[config.mk]
export PLATFORM = sky130hd
export DESIGN_NAME = ws2812b_frame_reader
export DESIGN_NICKNAME = d
export VERILOG_FILES = /design/src/rtl/ws2812b_frame_reader.sv
export SDC_FILE = /design/constraint.sdc
export NUM_CORES = 1
export LEC_CHECK = 0
export ABC_AREA = 1
export ABC_CLOCK_PERIOD_IN_PS = 1750
export BUFFER_PORTS_ARGS = -buffer_cell sky130_fd_sc_hd__buf_2
export CAP_MARGIN = 20
export CELL_PAD_IN_SITES_DETAIL_PLACEMENT = 0
export CELL_PAD_IN_SITES_GLOBAL_PLACEMENT = 1
export CORE_ASPECT_RATIO = 1.25
export CORE_MARGIN = 4
export CORE_UTILIZATION = 39
export DETAILED_ROUTE_END_ITERATION = 16
export PLACE_DENSITY = 0.75
export SYNTH_ARGS = -nofsm -noshare
export SYNTH_HDL_FRONTEND = slang
export SYNTH_SLANG_ARGS = --single-unit
[constraint.sdc]
create_clock -name clk -period 1.75 [get_ports clk]
set_input_delay 0.0875 -clock clk [delete_from_list [all_inputs] [get_ports clk]]
set_output_delay 0.0875 -clock clk [all_outputs]
set_load 0.005 [all_outputs]
[src/rtl/ws2812b_frame_reader.sv]
// Streams one WS2812B frame (3*NUM_LEDS bytes) from SRAM into a 2-entry FIFO feeding the serializer.
// Optional WS2812B_FRAME_READER_AUTORESTART_EN adds a latch gap and automatic frame restart.
module ws2812b_frame_reader #(
  parameter int unsigned NUM_LEDS     = 64,
  parameter int unsigned BASE_ADDR    = 0,
  parameter int unsigned LATCH_CYCLES = 5000
) (
  input  logic        clk,
  input  logic        reset,
  input  logic        start,
  output logic        busy,
  output logic [16:0] r_address,
  output logic        r_request,
  input  logic        r_started,
  input  logic        r_done,
  input  logic [7:0]  r_data,
  output logic [7:0]  pix_data,
  output logic        pix_valid,
  input  logic        pix_ready,
  output logic        pix_last,
  output logic        frame_done
);

  localparam int unsigned NumBytes = 3 * NUM_LEDS;
  localparam logic [16:0] LastIdx  = 17'(NumBytes - 1);
  localparam logic [16:0] BaseAddr = 17'(BASE_ADDR);

`ifdef WS2812B_FRAME_READER_AUTORESTART_EN
  typedef enum logic [2:0] {StIdle, StReq, StWait, StDrain, StGap} state_e;
  logic [31:0] gap_q, gap_d;
`else
  typedef enum logic [1:0] {StIdle, StReq, StWait, StDrain} state_e;
  logic unused_latch_cycles;
  assign unused_latch_cycles = ^32'(LATCH_CYCLES);
`endif

  state_e      state_q, state_d;
  logic [16:0] idx_q, idx_d;
  logic [7:0]  fifo_data_q [2];
  logic [1:0]  fifo_last_q;
  logic        wr_ptr_q, rd_ptr_q;
  logic [1:0]  count_q;
  logic        push, pop;

  // Only a read completing in StWait is real; late or stray r_done pulses are dropped.
  assign push      = (state_q == StWait) && r_done;
  assign pix_valid = (count_q != 2'd0);
  assign pop       = pix_valid && pix_ready;
  assign pix_data  = fifo_data_q[rd_ptr_q];
  assign pix_last  = fifo_last_q[rd_ptr_q] && pix_valid;
  assign busy      = (state_q == StReq) || (state_q == StWait) || (state_q == StDrain);
  assign r_address = r_request ? (BaseAddr + idx_q) : 17'd0;

  always_ff @(posedge clk or posedge reset) begin
    if (reset) begin
      fifo_data_q[0] <= 8'd0;
      fifo_data_q[1] <= 8'd0;
      fifo_last_q    <= 2'b00;
      wr_ptr_q       <= 1'b0;
      rd_ptr_q       <= 1'b0;
      count_q        <= 2'd0;
    end else begin
      if (push) begin
        fifo_data_q[wr_ptr_q] <= r_data;
        fifo_last_q[wr_ptr_q] <= (idx_q == LastIdx);
        wr_ptr_q              <= ~wr_ptr_q;
      end
      if (pop) rd_ptr_q <= ~rd_ptr_q;
      case ({push, pop})
        2'b10:   count_q <= count_q + 2'd1;
        2'b01:   count_q <= count_q - 2'd1;
        default: count_q <= count_q;
      endcase
    end
  end

  always_ff @(posedge clk or posedge reset) begin
    if (reset) begin
      state_q <= StIdle;
      idx_q   <= 17'd0;
`ifdef WS2812B_FRAME_READER_AUTORESTART_EN
      gap_q   <= 32'd0;
`endif
    end else begin
      state_q <= state_d;
      idx_q   <= idx_d;
`ifdef WS2812B_FRAME_READER_AUTORESTART_EN
      gap_q   <= gap_d;
`endif
    end
  end

  always_comb begin
    state_d    = state_q;
    idx_d      = idx_q;
    r_request  = 1'b0;
    frame_done = 1'b0;
`ifdef WS2812B_FRAME_READER_AUTORESTART_EN
    gap_d      = gap_q;
`endif
    unique case (state_q)
      StIdle: begin
        if (start) begin
          idx_d   = 17'd0;
          state_d = StReq;
        end
      end
      StReq: begin
        // No read is outstanding here, so one free slot is enough to issue.
        if (count_q != 2'd2) begin
          r_request = 1'b1;
          if (r_started) state_d = StWait;
        end
      end
      StWait: begin
        if (r_done) begin
          idx_d   = idx_q + 17'd1;
          state_d = (idx_q == LastIdx) ? StDrain : StReq;
        end
      end
      StDrain: begin
        if (count_q == 2'd0) begin
          frame_done = 1'b1;
`ifdef WS2812B_FRAME_READER_AUTORESTART_EN
          gap_d      = 32'd0;
          state_d    = StGap;
`else
          state_d    = StIdle;
`endif
        end
      end
`ifdef WS2812B_FRAME_READER_AUTORESTART_EN
      StGap: begin
        if (gap_q == 32'(LATCH_CYCLES - 1)) begin
          idx_d   = 17'd0;
          state_d = StReq;
        end else begin
          gap_d = gap_q + 32'd1;
        end
      end
`endif
      default: state_d = StIdle;
    endcase
  end

endmodule

==> impl_metrics.py, run 1 <==
metrics = {
    "run_status": {
        "status": "finished clean",
    },
    "routing": {
        "viasPerCell": 4.894,
        "dr_total_vias": 2163,
        "first_pass_iters": 4,
        "drtIter0Drc": 98,
        "post-route-drc-count": 0,
        "avgRoutedWirePerCell_um": 12.40,
        "detail-route-antenna-nets": 0,
        "routed_wl_mm": 5.482,
    },
    "clock_network": {
        "htree_levels": 2,
        "cts_inserted_buffers": 5,
        "cts_tree": "built",
        "clkTransAtPathRegs_ps": 80,
        "ctsResizeCount": 0,
        "clock-sinks": 41,
        "clk-insertion-delay-late_ps": 290,
        "cts_max_path_buffers": 2,
        "cts_root_buf": "clkbuf_8",
    },
    "sta": {
        "fin_ws_ps": 150.9,
        "hold_slack_ps": 7.786,
        "finalSetupViolations": 0,
        "tightest_slew_ps": 525.3,
        "maxSlewHeadroom": 0.6498,
        "rsz0062_at_grt": "false",
        "fmax_mhz": 625.4,
        "post-route-period-util": 0.9138,
        "fin_skew_ps": 4.637,
        "tns_ps": 0,
        "drv_slew": 0,
        "hold_viol": 0,
        "fin_crit_ps": 1599,
    },
    "critical_path": {
        "r2r-start": "state_q[1]$_DFFE_PP0P_",
        "worst_setup_path_end_kind": "primary output",
        "path_class": "register to primary output",
        "regToRegSetupSlack_ps": 160,
        "critical_path.max_fanout": 18,
        "cp_slowest_cell": "dfrtp_1",
        "crit_path_max_incr_delay_ps": 440,
        "cp.arrival_ps": 1510,
        "cp-start-kind": "register",
        "cpMostUsedCell": "nor2_1",
        "cp_data_required_time_ps": 1660,
        "regToRegEndpoint": "count_q[1]$_DFFE_PP0P_",
        "critical_path.top_delay_family": "flip-flops",
        "reg2reg_depth": 7,
        "crit_chain": "inv_2 > nor2_1 > nand2_1 > buf_4 > nor2_1 > buf_2",
        "crit_buf_inv": 3,
    },
    "power": {
        "powerDensity_mw_per_mm2": 1284,
        "p_leak_nw": 1.385,
        "irDropWorstVdd_mv": 0.5083,
        "power_mw": 3.537,
    },
    "global_routing": {
        "grt_max_degree": 42,
        "grt_pass1_wl_mm": 9.666,
        "grt_overflow": 0,
        "antenna_found_initial": 0,
        "track_usage": 0.1665,
        "grt_pass1_vias": 2174,
    },
    "synth": {
        "synth-seq-cells": 41,
        "syn_inst": 320,
        "ys_types": 23,
        "syn_nets": 336,
        "syn-mean-instance-area_um2": 7.104,
        "ys_warn_count": 0,
        "yosysSeqAreaShare": 0.4513,
        "syn-cell-area_mm2": 0.002273,
    },
    "min_path": {
        "min_path_cells": 3,
        "hold_start": "r_data[5]",
        "hold_end": "fifo_data_q[5]$_DFFE_PP0P_",
        "hold_path.class": "input port to register",
    },
    "placement": {
        "dp_hpwl_mm": 4.120,
        "numPlacedInstances": 431,
        "portBuffers": 43,
        "gp_congestion": 0.7958,
        "place_ws_ps": 170.9,
    },
    "die": {
        "die_h_um": 93.36,
        "fp-row-count": 30,
        "io_pins": 44,
        "start_util": 0.4092,
        "die_w_um": 76.29,
        "fp.coreArea_mm2": 0.005555,
        "design.die.area_mm2": 0.007122,
    },
    "finish": {
        "diodes": 0,
        "final-instance-count-excl-fill": 442,
        "areaGrowthSynthToFinish_pct": 21.13,
        "drive_gt1_frac": 0.1931,
        "nets": 393,
    },
    "run": {
        "cap_violations": 0,
    },
}
-- flip-flops by register name, indices dropped and copies added, names as in the netlist --
register	count
idx_q	17
rd_ptr_q	1
fifo_data_q	16
fifo_last_q	2
count_q	2
wr_ptr_q	1
state_q	2
-- synth_stat cells --
master | count | share of area
nand4_1 | 8 | 0.022
a21oi_1 | 9 | 0.020
o21a_1 | 1 | 0.0033
buf_4 | 1 | 0.0033
xnor2_1 | 2 | 0.0077
nand2_4 | 2 | 0.0099
dfrtp_1 | 41 | 0.45
nand3_1 | 14 | 0.031
nand2_1 | 93 | 0.15
o21ai_0 | 24 | 0.053
inv_1 | 42 | 0.069
nand3_2 | 2 | 0.0088
nor2_4 | 2 | 0.0099
buf_8 | 1 | 0.0066
nor3_2 | 1 | 0.0044
buf_2 | 2 | 0.0044
nor2_1 | 56 | 0.092
nor3_1 | 9 | 0.020
xor2_1 | 1 | 0.0039
nor2_2 | 3 | 0.0083
inv_2 | 2 | 0.0033
ha_1 | 2 | 0.011
clkbuf_1 | 2 | 0.0033
-- cells in the final DEF, fill, tap and decap left out, drive strengths merged --
cell          n
nand2        95
nor2         61
buf          53
inv          44
dfrtp        41
o21ai        24
nand3        16
nor3         10
a21oi         9
nand4         8
clkbuf        6
dlygate4sd3   3
xnor2         2
ha            2
xor2          1
o21a          1
bufinv        1
clkinvlp      1
-- tightest hold or removal path, cell delays in order --
cell	delay, ps
buf_2	90
nand2_1	50
nand2_1	40
-- logic make-up after synthesis --
logic type / share of synthesized area
simple gates: 0.3599
fa+ha+maj: 0.01101
buf+inv: 0.09026
xor+xnor: 0.01156
compound gates: 0.07595
flops: 0.4513
-- per-layer routing --
layer / track usage / vias up / part of all wire
met5: 0 / - / 0
met4: 0.06949 / 0 / 0.020
met1: 0.1939 / 994 / 0.45
li1: - / 1120 / -
met2: 0.3021 / 40 / 0.50
met3: 0.02794 / 9 / 0.032
-- power breakdown --
part | switching (mW) | internal [mW]
Combinational | 0.806 | 0.508
Clock | 0.334 | 0.464
Sequential | 0.210 | 1.21
Total | 1.35 | 2.19
-- final cells by class --
cell class / instances / area, um2
fill: 599 / 2801
multi-input combinational: 229 / 1042
sequential: 41 / 1026
timing repair buffer: 56 / 320.3
inverter: 44 / 165.2
clock buffer: 6 / 82.58
tap: 64 / 80.08
clock inverter: 2 / 37.54
-- repair_timing --
item                                   in CTS  in global routing
endpoints found under the hold margin      43                  0
hold buffers                                3                  0
setup buffers                               0                  0
-- worst max-delay path by stage --
stage                                       from                     end  slack (ps)  depth (start not counted)
after floorplan           count_q[0]$_DFFE_PP0P_  count_q[1]$_DFFE_PP0P_         230                          8
after global placement    count_q[0]$_DFFE_PP0P_  count_q[1]$_DFFE_PP0P_         220                          8
after detailed placement  count_q[0]$_DFFE_PP0P_  count_q[1]$_DFFE_PP0P_         170                          8
after CTS                 state_q[0]$_DFFE_PP0P_            r_address[9]         140                          6
after global routing      state_q[0]$_DFFE_PP0P_           r_address[10]           1                          6
final                     state_q[0]$_DFFE_PP0P_           r_address[10]         150                          6
-- stage by stage --
| step | instance area (um2) | utilization |
|---|---|---|
| finish | 2754 | 0.4957 |
| floorplan | 2273 | - |
| global placement | 2604 | 0.4687 |
| global route | 2754 | 0.4957 |
| detailed placement | 2604 | 0.4687 |
| CTS | 2754 | 0.4957 |
No activity file was read; power rests on OpenSTA's default activity.
==> inputs of run 2 (changes only) <==
--- a/config.mk
+++ b/config.mk
@@ -16,6 +16,7 @@
 export CORE_UTILIZATION = 39
 export DETAILED_ROUTE_END_ITERATION = 16
 export PLACE_DENSITY = 0.75
+export REMOVE_ABC_BUFFERS = 1
 export SYNTH_ARGS = -nofsm -noshare
 export SYNTH_HDL_FRONTEND = slang
 export SYNTH_SLANG_ARGS = --single-unit
==> run 2 against run 1 <==
  * Register-to-register slack barely moved
  * Maximum frequency hardly changed
  * Setup slack barely moved
  * Global-route usage grew 0.28 points
  * Sequential share of layout area fell by 0.12 points
  * Clock power down 22%
  * Non-clock buffer count rose by 3
  * Sequential power about the same
  * Utilization increased by 0.16 points
  * Hold slack gained 1.4 ps
  * Wire length is 2.4% higher
  * Flip-flop and latch count is the same
==> impl_metrics.py, run 2 (synthesis gave the netlist of run 1 again) <==
metrics = {
    "placement": {
        "gp_congestion": 0.8186,
        "dp_hpwl_mm": 4.202,
        "portBuffers": 43,
        "placed_area_mm2": 0.002596,
    },
    "finish": {
        "top_regs": "idx_q x17, fifo_data_q x16",
        "regMostFlops": "idx_q",
        "diodes": 0,
        "nets": 396,
        "drive_gt1_frac": 0.1942,
        "fill_cells": 581,
        "layout_common_cells": "93 x nand2_1, 54 x nor2_1, 43 x buf_2",
        "register_area_mm2": 0.001026,
        "fin_util": 0.4973,
        "layout.cells.most_common": "nand2_1",
        "areaGrowthSynthToFinish_pct": 21.52,
        "multi_input_area_mm2": 0.001052,
        "finalInstanceArea_mm2": 0.002763,
        "largest_register_ffs": 17,
    },
    "clock_network": {
        "cts_max_path_buffers": 2,
        "clk-insertion-delay-late_ps": 300,
        "cts_tree": "built",
        "cts_inserted_buffers": 5,
        "clock-sinks": 41,
        "cts_setup_buffers": 0,
        "clkTransAtPathRegs_ps": 90,
        "cts_root_buf": "clkbuf_8",
        "htree_levels": 2,
    },
    "sta": {
        "post-route-period-util": 0.9139,
        "fin_crit_ps": 1599,
        "maxSlewHeadroom": 0.6484,
        "tns_ps": 0,
        "fin_skew_ps": 5.867,
        "hold_viol": 0,
        "finalSetupViolations": 0,
        "fmax_mhz": 625.2,
        "tightest_slew_ps": 527.4,
        "drv_slew": 0,
    },
    "global_routing": {
        "grt_pass1_vias": 2067,
        "track_usage": 0.1694,
        "antenna_found_initial": 0,
        "grt_max_degree": 42,
        "grt_overflow": 0,
        "grt_pass1_wl_mm": 9.777,
    },
    "die": {
        "fp.coreArea_mm2": 0.005555,
        "start_util": 0.4092,
        "io_pins": 44,
        "design.die.area_mm2": 0.007122,
        "die_h_um": 93.36,
        "die_w_um": 76.29,
        "fp-row-count": 30,
    },
    "run_status": {
        "status": "finished clean",
    },
    "routing": {
        "detail-route-antenna-nets": 0,
        "drtIter0Drc": 77,
        "avgRoutedWirePerCell_um": 12.62,
        "post-route-drc-count": 0,
        "first_pass_iters": 4,
        "viasPerCell": 4.798,
        "dr_total_vias": 2135,
        "routed_wl_mm": 5.615,
    },
    "power": {
        "powerDensity_mw_per_mm2": 1237,
        "p_leak_nw": 1.382,
        "power_mw": 3.418,
        "irDropWorstVdd_mv": 0.4992,
    },
    "critical_path": {
        "path_class": "register to register",
        "regToRegEndpoint": "count_q[1]$_DFFE_PP0P_",
        "cp.arrival_ps": 1780,
        "r2r-start": "count_q[0]$_DFFE_PP0P_",
        "cp-start-kind": "register",
        "regToRegSetupSlack_ps": 150,
        "cp_data_required_time_ps": 1930,
        "endpoint": "count_q[1]$_DFFE_PP0P_",
        "worst_setup_path_end_kind": "register",
        "reg2reg_depth": 8,
        "cp-startpoint": "count_q[0]$_DFFE_PP0P_",
        "critical_path.max_fanout": 5,
    },
    "min_path": {
        "hold_path.class": "input port to register",
    },
    "run": {
        "cap_violations": 0,
    },
}
run 2: worst max-delay path, cell delays in order (launching register included):
cell,delay [ps]
dfrtp_1,460
nor2_4,160
inv_1,70
nand2_1,100
inv_1,50
ha_1,290
a21oi_1,110
o21ai_0,110
xnor2_1,140
run 2: worst min-delay path by stage:
stage                    from  cells past startpoint                          end
finish              r_data[6]                      3   fifo_data_q[6]$_DFFE_PP0P_
global route        r_data[7]                      3  fifo_data_q[15]$_DFFE_PP0P_
CTS                 r_data[6]                      3   fifo_data_q[6]$_DFFE_PP0P_
detailed placement      reset                      3  fifo_data_q[10]$_DFFE_PP0P_
global placement        reset                      3        idx_q[10]$_DFFE_PP0P_
floorplan           r_data[0]                      2   fifo_data_q[0]$_DFFE_PP0P_
run 2: final cells by class:
class / count / share of cell area
inverters: 44 / 0.05978
repair buffers: 59 / 0.1277
clock buffers: 5 / 0.02491
clock inverters: 3 / 0.006341
multi-input cells: 229 / 0.3809
flip-flops and latches: 41 / 0.3714
well taps: 64 / 0.02899
run 2: what timing repair did:
action                                 4_1_cts  5_1_grt
hold buffers                                 7        0
gates resized for setup                      0        3
setup endpoints to repair                    0       15
endpoints found under the hold margin       47        0
run 2: power by group:
part	leakage, nW	internal (mW)	switching [mW]	total, mW
clock	0.0439	0.276	0.350	0.626
combinational	0.805	0.536	0.812	1.35
sequential	0.534	1.21	0.231	1.44
total	1.38	2.03	1.39	3.42
run 2: metal layers:
| layer | GRT usage | vias to the layer above | part of all wire |
|---|---|---|---|
| met5 | 0 | - | 0 |
| met4 | 0.04985 | 0 | 0.012 |
| met3 | 0.03276 | 5 | 0.036 |
| met2 | 0.3021 | 42 | 0.50 |
| met1 | 0.2071 | 972 | 0.45 |
| li1 | - | 1116 | - |
run 2: metrics by stage:
stage                     instances  worst slack (ps)  hold slack [ps]
after floorplan                 314             226.2            197.1
after global placement          430             163.9            254.7
after detailed placement        430             84.32            254.0
after CTS                       445             75.73           0.1376
after global routing            445            -6.010            20.49
final                           445             150.6            9.200
